**src/rtl/lsu_pkg.sv**
```systemverilog
// Shared definitions for the load/store unit: funct3 encodings, FSM states
// and access-legality helpers.
package lsu_pkg;

    localparam logic [2:0] F3_B  = 3'b000;
    localparam logic [2:0] F3_H  = 3'b001;
    localparam logic [2:0] F3_W  = 3'b010;
    localparam logic [2:0] F3_BU = 3'b100;
    localparam logic [2:0] F3_HU = 3'b101;

    typedef enum logic [1:0] {
        S_IDLE  = 2'd0,
        S_READ  = 2'd1,
        S_WRITE = 2'd2,
        S_RESP  = 2'd3
    } lsu_state_t;

    function automatic logic isMisaligned(input logic [2:0] funct3, input logic [1:0] offset);
        logic mis;
        mis = 1'b0;
        case (funct3)
            F3_H, F3_HU: mis = offset[0];
            F3_W:        mis = (offset != 2'b00);
            default:     mis = 1'b0;
        endcase
        return mis;
    endfunction

    // Stores only have B/H/W; loads additionally have BU/HU.
    function automatic logic isUnsupported(input logic we, input logic [2:0] funct3);
        logic bad;
        if (we) begin
            bad = (funct3 != F3_B) && (funct3 != F3_H) && (funct3 != F3_W);
        end else begin
            bad = (funct3 == 3'b011) || (funct3 == 3'b110) || (funct3 == 3'b111);
        end
        return bad;
    endfunction

endpackage

```
**src/rtl/lsu_lane.sv**
```systemverilog
// Combinational lane logic: extracts and extends load data from a memory word,
// and merges sub-word store data into a memory word.
module lsu_lane
    import lsu_pkg::*;
#(
    parameter int DATA_W = 32
) (
    input  logic [2:0]        funct3,
    input  logic [1:0]        offset,
    input  logic [DATA_W-1:0] rword,
    input  logic [DATA_W-1:0] wdata,
    output logic [DATA_W-1:0] loadData,
    output logic [DATA_W-1:0] mergeWord
);

    logic        [7:0]  byteSel;
    logic        [15:0] halfSel;
    logic signed [7:0]  byteS;
    logic signed [15:0] halfS;

    always_comb begin
        byteSel = 8'h00;
        case (offset)
            2'd0:    byteSel = rword[7:0];
            2'd1:    byteSel = rword[15:8];
            2'd2:    byteSel = rword[23:16];
            default: byteSel = rword[31:24];
        endcase
    end

    // Halfword lane ignores offset[0]; a misaligned request never reaches here in trap builds.
    assign halfSel = offset[1] ? rword[31:16] : rword[15:0];
    assign byteS   = byteSel;
    assign halfS   = halfSel;

    always_comb begin
        loadData = rword;
        case (funct3)
            F3_B:    loadData = DATA_W'(byteS);
            F3_H:    loadData = DATA_W'(halfS);
            F3_BU:   loadData = {{(DATA_W-8){1'b0}}, byteSel};
            F3_HU:   loadData = {{(DATA_W-16){1'b0}}, halfSel};
            default: loadData = rword;
        endcase
    end

    always_comb begin
        mergeWord = wdata;
        case (funct3)
            F3_B: begin
                mergeWord = rword;
                case (offset)
                    2'd0:    mergeWord[7:0]   = wdata[7:0];
                    2'd1:    mergeWord[15:8]  = wdata[7:0];
                    2'd2:    mergeWord[23:16] = wdata[7:0];
                    default: mergeWord[31:24] = wdata[7:0];
                endcase
            end
            F3_H: begin
                mergeWord = rword;
                if (offset[1]) mergeWord[31:16] = wdata[15:0];
                else           mergeWord[15:0]  = wdata[15:0];
            end
            default: mergeWord = wdata;
        endcase
    end

endmodule

```
**src/rtl/load_store_unit.sv**
```systemverilog
// Word-level memory initiator for RV32I loads/stores with sub-word RMW.
// Define LSU_MISALIGN_TRAP_EN to reject misaligned accesses with rsp_err.
module load_store_unit
    import lsu_pkg::*;
#(
    parameter int ADDR_W = 32,
    parameter int DATA_W = 32
) (
    input  logic              clk,
    input  logic              rst_n,
    input  logic              req_valid,
    output logic              req_ready,
    input  logic              req_we,
    input  logic [2:0]        req_funct3,
    input  logic [ADDR_W-1:0] req_addr,
    input  logic [DATA_W-1:0] req_wdata,
    output logic              rsp_valid,
    output logic [DATA_W-1:0] rsp_rdata,
    output logic              rsp_err,
    output logic [ADDR_W-1:0] mem_adr,
    output logic [DATA_W-1:0] mem_wdata,
    output logic              mem_write,
    input  logic [DATA_W-1:0] mem_rdata
);

    lsu_state_t        state, stateNext;
    logic              errQ;
    logic              weQ;
    logic [2:0]        funct3Q;
    logic [ADDR_W-1:0] addrQ;
    logic [DATA_W-1:0] wdataQ;
    logic [DATA_W-1:0] wordQ;
    logic [DATA_W-1:0] loadData;
    logic [DATA_W-1:0] mergeWord;
    logic              acceptErr;
    logic              accept;

`ifdef LSU_MISALIGN_TRAP_EN
    assign acceptErr = isUnsupported(req_we, req_funct3) || isMisaligned(req_funct3, req_addr[1:0]);
`else
    assign acceptErr = isUnsupported(req_we, req_funct3);
`endif

    assign accept = req_valid && (state == S_IDLE);

    lsu_lane #(.DATA_W(DATA_W)) uLane (
        .funct3    (funct3Q),
        .offset    (addrQ[1:0]),
        .rword     (mem_rdata),
        .wdata     (wdataQ),
        .loadData  (loadData),
        .mergeWord (mergeWord)
    );

    always_ff @(posedge clk) begin
        if (!rst_n) begin
            state <= S_IDLE;
            errQ  <= 1'b0;
        end else begin
            state <= stateNext;
            if (accept) errQ <= acceptErr;
        end
    end

    always_comb begin
        stateNext = state;
        case (state)
            S_IDLE: begin
                if (req_valid) begin
                    if (acceptErr)                        stateNext = S_RESP;
                    else if (req_we && req_funct3 == F3_W) stateNext = S_WRITE;
                    else                                  stateNext = S_READ;
                end
            end
            S_READ:  stateNext = weQ ? S_WRITE : S_RESP;
            S_WRITE: stateNext = S_RESP;
            default: stateNext = S_IDLE;
        endcase
    end

    // Request capture and read-cycle result; outputs are gated by state, so no reset needed.
    always_ff @(posedge clk) begin
        if (accept) begin
            weQ     <= req_we;
            funct3Q <= req_funct3;
            addrQ   <= req_addr;
            wdataQ  <= req_wdata;
            wordQ   <= req_wdata;
        end else if (state == S_READ) begin
            wordQ <= weQ ? mergeWord : loadData;
        end
    end

    always_comb begin
        req_ready = (state == S_IDLE);
        rsp_valid = (state == S_RESP);
        rsp_err   = (state == S_RESP) && errQ;
        rsp_rdata = '0;
        mem_adr   = '0;
        mem_wdata = '0;
        mem_write = 1'b0;
        if (state == S_RESP && !errQ && !weQ) rsp_rdata = wordQ;
        if (state == S_READ || state == S_WRITE) mem_adr = {addrQ[ADDR_W-1:2], 2'b00};
        if (state == S_WRITE) begin
            mem_wdata = wordQ;
            // Reset during WRITE must keep the memory from committing on that edge.
            mem_write = rst_n;
        end
    end

endmodule

```
**config.mk**
```make
export PLATFORM = sky130hd
export DESIGN_NAME = load_store_unit
export DESIGN_NICKNAME = d
export VERILOG_FILES = /design/src/rtl/lsu_pkg.sv /design/src/rtl/lsu_lane.sv /design/src/rtl/load_store_unit.sv
export SDC_FILE = /design/constraint.sdc
export NUM_CORES = 1
export LEC_CHECK = 0
export CAP_MARGIN = 20
export CELL_PAD_IN_SITES_DETAIL_PLACEMENT = 1
export CELL_PAD_IN_SITES_GLOBAL_PLACEMENT = 1
export CORE_MARGIN = 2
export CORE_UTILIZATION = 36
export CTS_CLUSTER_DIAMETER = 100
export DETAILED_ROUTE_END_ITERATION = 10
export PLACE_DENSITY_LB_ADDON = 0.1
export SYNTH_ARGS = -nofsm -noshare
export SYNTH_HDL_FRONTEND = slang
export SYNTH_SLANG_ARGS = --single-unit
```
**constraint.sdc**
```tcl
create_clock -name clk -period 6.4 [get_ports clk]
set_input_delay 1.92 -clock clk [delete_from_list [all_inputs] [get_ports clk]]
set_output_delay 1.92 -clock clk [all_outputs]
set_load 0.01 [all_outputs]
```
==> metrics.yaml, run 1 <==
setup_path:
  cp_cell_sequence: "clkdlybuf4s50_1 > and2_1 > clkdlybuf4s50_1"
  cp-end-kind: "primary output"
  cp_max_fo: 4
  crit_required_ns: 4.48
  crit_type: "in2out"
  critPathArrivalTime_ns: 3.10
  crit_top_cell: "clkdlybuf4s50_1"
  rr_worst_depth: 5
  slowest_delay_ns: 0.53
  cpMaxStageDelayCell: "clkdlybuf4s50_1"
  worstSetupStartpointType: "input pin"
drt:
  wl_met1_um: 8040
  top_layer_used: "met4"
  firstDrtPassIters: 6
  wl_met2_um: 9990
  drt-total-wl_um: 19800
  via_count: 5138
  first_iter_violations: 372
  vias_per_cell: 5.43
  wl_per_cell_um: 20.9
  route.met3.wl_um: 1380
  drtAntennaViolNets: 0
  drc: 0
synth:
  yosysUniqueCellTypes: 42
  yosysWarnings: 0
  synth_area_um2: 5840
  syn_inst: 546
  yosys_register_bits: 103
  avgSynthCellArea_um2: 10.7
  seq_area_frac_synth_pct: 52.5
power_and_ir_drop:
  power_frac_clock_pct: 18.9
  switching_power_uw: 1110
  power_density_nw_per_um2: 372
  p_sw_share_pct: 35.9
  peakVddDrop_uv: 276
  pwr-share-comb_pct: 41.8
  intPower_uw: 1980
  seq_power_share_pct: 39.3
  p_leak_uw: 0.00300
global_routing:
  antenna_found_initial: 1
  grt_pass1_wl_um: 31200
  grt_pass1_vias: 5481
  grt_max_degree: 48
  grt.total_usage_pct: 23.1
  grt-ovfl-total: 0
sta:
  rsz0062_at_grt: "false"
  max_freq_ghz: 0.199
  whs_ns: 0.593
  slew-limit-headroom_pct: 31.5
  finalMaxSlewViolations: 0
  finalSetupViolations: 0
  skew_ns: 0.00843
  min_period_over_period_pct: 78.4
  fin_setup_tns_ns: 0
  hold_viol: 0
  min_period_ns: 5.02
  worst_slew_pin_slew_ns: 1.03
floorplan:
  dieWidth_um: 131
  io_pins: 203
  rows: 46
  initial_utilization_pct: 36.7
  core_um2: 15900
  dieArea_um2: 17200
  die_h_um: 131
place:
  place.gp.congestion: 0.887
  dp_hpwl_um: 14200
  portBuffers: 200
finish:
  syn_to_final_growth_pct: 42.3
  layout_common_cells: "200 x clkdlybuf4s50_1, 100 x edfxtp_1, 98 x and2_1"
  fin_nets: 831
  drive_above_1_share_pct: 5.90
  final_common_cell: "clkdlybuf4s50_1"
  fillers: 1748
clock_tree:
  cts_buffer_depth: 2
  htree_levels: 3
  root_buffer: "clkbuf_16"
  numCtsBuffers: 9
  cts_tree: "done"
  cts.sinks: 103
  cts_resized: 0
  cts_hold_buf: 0
  cts_setup_buffers: 0
  worstSkewPairLatency_ns: 0.36
  clk_pin_slew_worst_paths_ns: 0.07
hold_path:
  hp-class: "reg2reg"
  hold_depth: 2
job:
  timing.max_cap.violations: 0
status:
  status: "completed"
-- area by class of cell --
class	count	area [µm²]	area share (%)
multi-input combinational	391	2540	30.6
antenna	1	2.50	0.0301
clock buffer	9	225	2.71
sequential	103	3060	36.9
clock inverter	7	90.1	1.08
inverter	10	38.8	0.467
tap	216	270	3.25
timing repair buffer	209	2080	25.0
-- cells by family after synthesis --
family | count (synthesis) | synth area share (%)
multiplexers | 33 | 6.60
buffers and inverters | 53 | 4.18
flip-flops | 103 | 52.5
other | 1 | 0.0643
adder cells (fa/ha/maj) | 4 | 0.858
AO/OA/AOI/OAI | 144 | 16.4
AND/OR/NAND/NOR | 208 | 19.4
-- per-layer routing --
layer / GRT usage [%] / vias up
met5: 0 / -
met4: 6.88 / 0
met3: 6.02 / 23
met2: 40.4 / 204
met1: 27.9 / 2538
li1: - / 2373
-- path summary, 6_finish.rpt --
path / slack [ns] / to / startpoint
worst max-delay path: 1.38 / mem_write / rst_n
worst min-delay path: 0.59 / wordQ[24] / wdataQ[24]
worst min register to register: 0.59 / wordQ[24] / wdataQ[24]
worst max register to register: 3.39 / wordQ[4] / addrQ[1]
-- synthesized netlist by cell type (all sizes together) --
| library cell | count | area, µm² |
|---|---|---|
| edfxtp | 100 | 3000 |
| mux2i | 19 | 190 |
| a222oi | 8 | 80.1 |
| nor2b | 20 | 125 |
| a22oi | 9 | 67.6 |
| a21oi | 42 | 210 |
| o211ai | 3 | 22.5 |
| nor3 | 2 | 10.0 |
| nand4 | 5 | 31.3 |
| mux4 | 1 | 22.5 |
| dfxtp | 3 | 60.1 |
| o21ai | 26 | 130 |
| a221oi | 7 | 61.3 |
| mux2 | 13 | 173 |
| ha | 4 | 50.1 |
| o221a | 7 | 78.8 |
| a211oi | 1 | 7.51 |
| a31oi | 7 | 43.8 |
| nand2b | 4 | 32.5 |
| a21o | 2 | 15.0 |
| o221ai | 5 | 43.8 |
| and2 | 98 | 613 |
| o31ai | 2 | 15.0 |
| nand2 | 49 | 186 |
| nand3 | 13 | 65.1 |
| and3 | 1 | 6.26 |
| buf | 16 | 105 |
| nor3b | 1 | 7.51 |
| a221o | 3 | 30.0 |
| inv | 10 | 37.5 |
| nor2 | 15 | 56.3 |
| a211o | 5 | 43.8 |
| clkbuf | 27 | 101 |
| o22ai | 17 | 106 |
| conb | 1 | 3.75 |
-- flip-flops by register name, summed over array words and instances (netlist names) --
signal / count
weQ: 1
addrQ: 32
wordQ: 32
state: 2
errQ: 1
wdataQ: 32
funct3Q: 3
-- worst max-delay path: cells and delay by family --
kind | cells | cell delay, ns
buf+inv | 2 | 1.03
simple gates | 1 | 0.14
-- power groups by stage --
stage | Sequential (µW) | Combinational, µW | Clock [µW]
after detailed placement | 1230 | 1290 | 0
after global routing | 1250 | 1410 | 620
after floorplan | 1120 | 763 | 0
after global placement | 1220 | 1260 | 0
final | 1210 | 1290 | 583
after CTS | 1210 | 1300 | 599
-- per-stage QoR --
step           total power, µW  area (µm²)  cells  setup slack [ns]  util, %
2_1_floorplan             1880        5840    547              1.62        -
3_3_place_gp              2470        7970    928              1.40     50.2
3_5_place_dp              2520        7970    928              1.39     50.2
4_1_cts                   3110        8290    944              1.38     52.2
5_1_grt                   3270        8300    946              1.36     52.3
6_report                  3090        8300    946              1.38     52.3
(Power assumes the default switching activity.)
==> run 2, diff against run 1 <==
--- a/config.mk
+++ b/config.mk
@@ -9,7 +9,7 @@
 export CELL_PAD_IN_SITES_DETAIL_PLACEMENT = 1
 export CELL_PAD_IN_SITES_GLOBAL_PLACEMENT = 1
 export CORE_MARGIN = 2
-export CORE_UTILIZATION = 36
+export CORE_UTILIZATION = 31
 export CTS_CLUSTER_DIAMETER = 100
 export DETAILED_ROUTE_END_ITERATION = 10
 export PLACE_DENSITY_LB_ADDON = 0.1
==> constraint.sdc (replaced) <==
create_clock -name clk -period 4.3 [get_ports clk]
set_input_delay 1.29 -clock clk [delete_from_list [all_inputs] [get_ports clk]]
set_output_delay 1.29 -clock clk [all_outputs]
set_load 0.01 [all_outputs]
==> metrics.yaml, run 2 (same netlist as run 1, synthesis figures left out) <==
finish:
  fillers: 2028
  reg.largest.list: "addrQ x32, wdataQ x32, wordQ x32"
  syn_to_final_growth_pct: 43.6
  register_area_um2: 3060
  drive_above_1_share_pct: 6.41
  final_common_cell: "clkdlybuf4s50_1"
  fin_nets: 835
  layout.cells.non_filler: 967
  layout_common_cells: "200 x clkdlybuf4s50_1, 100 x edfxtp_1, 98 x and2_1"
  multi_input_area_um2: 2540
  diodes: 0
drt:
  vias_per_cell: 5.31
  drt-total-wl_um: 20900
  wl_met1_um: 8800
  route.met3.wl_um: 1430
  wl_per_cell_um: 21.6
  top_layer_used: "met4"
  via_count: 5130
  drc: 0
  drtAntennaViolNets: 0
  first_iter_violations: 321
  wl_met2_um: 10400
  firstDrtPassIters: 6
global_routing:
  antenna_found_initial: 1
  grt.total_usage_pct: 21.1
  grt_max_degree: 37
  grt_pass1_vias: 5565
  grt_pass1_wl_um: 32200
  grt-ovfl-total: 0
power_and_ir_drop:
  switching_power_uw: 1690
  seq_power_share_pct: 38.5
  p_sw_share_pct: 36.2
  power_density_nw_per_um2: 557
  intPower_uw: 2980
  power_frac_clock_pct: 19.3
  peakVddDrop_uv: 273
  pwr-share-comb_pct: 42.2
  p_leak_uw: 0.00303
floorplan:
  core_um2: 18600
  rows: 50
  dieWidth_um: 141
  io_pins: 203
  initial_utilization_pct: 31.4
  dieArea_um2: 19900
  die_h_um: 141
place:
  dp_slack_ns: 0.563
  portBuffers: 200
  place_inst: 951
  place.gp.congestion: 0.833
  dp_hpwl_um: 15300
setup_path:
  worstSetupStartpointType: "input pin"
  slowest_delay_ns: 0.53
  crit_required_ns: 3.01
  crit_top_cell: "clkdlybuf4s50_1"
  crit_type: "in2out"
  cp_cell_sequence: "clkdlybuf4s50_1 > and2_1 > clkdlybuf4s50_1"
  cp-end-kind: "primary output"
  cp_top_family: "buffers and inverters"
  critPathArrivalTime_ns: 2.44
  cpMaxStageDelayCell: "clkdlybuf4s50_1"
  cp_max_fo: 4
  path_buf_inv: 2
clock_tree:
  cts_setup_buffers: 0
  clk_pin_slew_worst_paths_ns: 0.08
  htree_levels: 3
  numCtsBuffers: 9
  cts_hold_buf: 0
  cts_resized: 0
  cts.sinks: 103
  worstSkewPairLatency_ns: 0.36
  cts_buffer_depth: 2
  root_buffer: "clkbuf_16"
  cts_tree: "done"
sta:
  min_period_ns: 3.73
  worst_slew_pin_slew_ns: 1.01
  finalSetupViolations: 0
  finalMaxSlewViolations: 0
  min_period_over_period_pct: 86.8
  rsz0062_at_grt: "false"
  skew_ns: 0.00934
  worst_slack_ns: 0.566
  slew-limit-headroom_pct: 32.9
  hold_viol: 0
  fin_setup_tns_ns: 0
  max_freq_ghz: 0.268
job:
  timing.max_cap.violations: 0
status:
  status: "completed"
hold_path:
  hp-class: "reg2reg"
[run 2: final timing paths]
check / start / to / slack (ns) / depth (start not counted)
setup / recovery: rst_n / mem_write / 0.57 / 3
hold / removal: wdataQ[24] / wordQ[24] / 0.58 / 2
hold reg to reg: wdataQ[24] / wordQ[24] / 0.58 / 2
setup reg to reg: funct3Q[0] / wordQ[7] / 1.45 / 5
[run 2: worst register-to-register path: cells and delay by family (launching register included)]
kind / cells / cell delay [ns]
muxes: 1 / 0.39
and+or+nand+nor: 1 / 0.43
AOI/OAI and AO/OA: 3 / 0.76
DFF: 1 / 1.01
[run 2: stage by stage]
stage | cell area, µm² | hold slack (ns) | total power (µW) | util, %
6_report | 8380 | 0.583 | 4670 | 45.1
5_1_grt | 8380 | 0.624 | 4960 | 45.1
4_1_cts | 8380 | 0.588 | 4720 | 45.1
3_5_place_dp | 8060 | 0.573 | 3810 | 43.4
3_3_place_gp | 8060 | 0.557 | 3750 | 43.4
2_1_floorplan | 5840 | 0.495 | 2800 | -
[run 2: power by group through the flow]
stage / Combinational (µW) / Clock (µW) / Sequential, µW
final: 1970 / 901 / 1800
after floorplan: 1140 / 0 / 1670
after global routing: 2160 / 961 / 1840
after global placement: 1930 / 0 / 1810
after CTS: 2000 / 921 / 1800
after detailed placement: 1990 / 0 / 1820
[run 2: layout make-up]
cell class / count / share of cell area, %
clock buffers: 9 / 2.69
clock inverters: 7 / 1.19
inverters: 10 / 0.463
multi-input cells: 391 / 30.3
flip-flops and latches: 103 / 36.5
well taps: 234 / 3.49
repair buffers: 213 / 25.3
[run 2: layer usage]
metal  GRT usage (%)  up-vias
met4            4.95        0
li1                -     2386
met2            36.4      186
met1            26.1     2538
met5               0        -
met3            6.01       20
==> run 3, diff against run 2 <==
--- a/config.mk
+++ b/config.mk
@@ -13,6 +13,7 @@
 export CTS_CLUSTER_DIAMETER = 100
 export DETAILED_ROUTE_END_ITERATION = 10
 export PLACE_DENSITY_LB_ADDON = 0.1
+export SLEW_MARGIN = 40
 export SYNTH_ARGS = -nofsm -noshare
 export SYNTH_HDL_FRONTEND = slang
 export SYNTH_SLANG_ARGS = --single-unit
==> metrics.yaml, run 3 (same netlist as run 1, synthesis figures left out) <==
drt:
  drc: 0
  drt-total-wl_um: 20800
  vias_per_cell: 5.35
  drtAntennaViolNets: 0
  via_count: 5199
  wl_per_cell_um: 21.4
  first_iter_violations: 335
  firstDrtPassIters: 5
sta:
  max_freq_ghz: 0.267
  slew-limit-headroom_pct: 51.8
  finalMaxSlewViolations: 0
  worst_slew_pin_slew_ns: 0.723
  hold_viol: 0
  rsz0062_at_grt: "false"
  finalSetupViolations: 0
  fin_setup_tns_ns: 0
  worst_slack_ns: 0.554
  min_period_over_period_pct: 87.1
  skew_ns: 0.0100
  min_period_ns: 3.75
finish:
  syn_to_final_growth_pct: 44.5
  drive_above_1_share_pct: 6.92
  layout_common_cells: "200 x clkdlybuf4s50_1, 100 x edfxtp_1, 98 x and2_1"
  reg.largest.list: "addrQ x32, wdataQ x32, wordQ x32"
  fin_nets: 839
  layout.cells.non_filler: 972
  final_common_cell: "clkdlybuf4s50_1"
setup_path:
  cp-end-kind: "primary output"
  rrSetupSlack_ns: 1.74
  crit_type: "in2out"
  crit_required_ns: 3.01
  rr_worst_depth: 8
  rr_endpoint: "wordQ[18]"
  rr_startpoint: "state[0]"
  cp-startpoint: "rst_n"
  worstSetupStartpointType: "input pin"
  cp_max_fo: 4
  setup.worst_path.end: "mem_write"
  critPathArrivalTime_ns: 2.46
floorplan:
  dieWidth_um: 141
  io_pins: 203
  rows: 50
  dieArea_um2: 19900
  core_um2: 18600
  die_h_um: 141
  initial_utilization_pct: 31.4
clock_tree:
  cts.sinks: 103
  cts_buffer_depth: 2
  numCtsBuffers: 9
  root_buffer: "clkbuf_16"
  cts_resized: 0
  htree_levels: 3
  cts_tree: "done"
  clk_pin_slew_worst_paths_ns: 0.08
  worstSkewPairLatency_ns: 0.36
  cts_setup_buffers: 0
  cts_hold_buf: 0
global_routing:
  grt.total_usage_pct: 21.0
  grt-ovfl-total: 0
  grt_pass1_wl_um: 32100
  grt_max_degree: 37
  grt_pass1_vias: 5588
  antenna_found_initial: 3
hold_path:
  hp-class: "reg2reg"
  min_from: "wdataQ[24]"
power_and_ir_drop:
  power_uw: 4690
  power_density_nw_per_um2: 556
  peakVddDrop_uv: 296
  p_leak_uw: 0.00305
status:
  status: "completed"
place:
  portBuffers: 200
  place.gp.congestion: 0.833
  place_inst: 954
  dp_slack_ns: 0.558
  dp_hpwl_um: 15400
job:
  timing.max_cap.violations: 0
==> run 3: cell types whose count changed in the layout (fill, tap and decap cells not counted) <==
| cell | previous run | this run |
|---|---|---|
| diode_2 | 0 | 1 |
| buf_6 | 0 | 3 |
| clkinvlp_4 | 0 | 1 |
| buf_8 | 0 | 1 |
| clkinv_4 | 2 | 1 |
==> run 3: cell type report <==
cell class / instances / area (µm²)
diodes: 1 / 2.50
clock buffers: 9 / 225
clock inverters: 7 / 98.8
fillers: 2023 / 10100
inverters: 10 / 38.8
multi-input cells: 391 / 2540
flip-flops and latches: 103 / 3060
well taps: 234 / 293
repair buffers: 217 / 2170
==> run 3: metrics by stage <==
step / hold slack (ns) / area, µm² / utilization (%)
4_1_cts: 0.587 / 8420 / 45.3
3_5_place_dp: 0.573 / 8090 / 43.6
2_1_floorplan: 0.495 / 5840 / -
6_report: 0.586 / 8430 / 45.4
5_1_grt: 0.622 / 8430 / 45.4
3_3_place_gp: 0.557 / 8060 / 43.4
==> run 3: worst min-delay path by stage <==
| stage | endpoint | slack [ns] | cells past startpoint |
|---|---|---|---|
| floorplan | errQ | 0.49 | 2 |
| detailed placement | wordQ[8] | 0.57 | 2 |
| global route | errQ | 0.62 | 2 |
| finish | wordQ[24] | 0.59 | 2 |
| global placement | wordQ[24] | 0.56 | 2 |
| CTS | wordQ[24] | 0.59 | 2 |
==> run 3: power breakdown <==
part | switching, µW | internal, µW | leakage (µW)
logic | 1060 | 965 | 0.00192
registers | 206 | 1550 | 0.000980
clock network | 429 | 473 | 0.000154
==> run 3: worst max-delay path, cell delays in order <==
cell             delay (ns)
clkdlybuf4s50_1        0.49
and2_1                 0.14
clkdlybuf4s50_1        0.53
==> run 3: per-layer routing <==
| layer | GRT usage [%] | up-vias | routed length [µm] |
|---|---|---|---|
| li1 | - | 2399 | - |
| met4 | 6.95 | 0 | 436 |
| met1 | 25.9 | 2577 | 8610 |
| met3 | 5.03 | 24 | 1440 |
| met5 | 0 | - | 0 |
| met2 | 36.0 | 199 | 10300 |
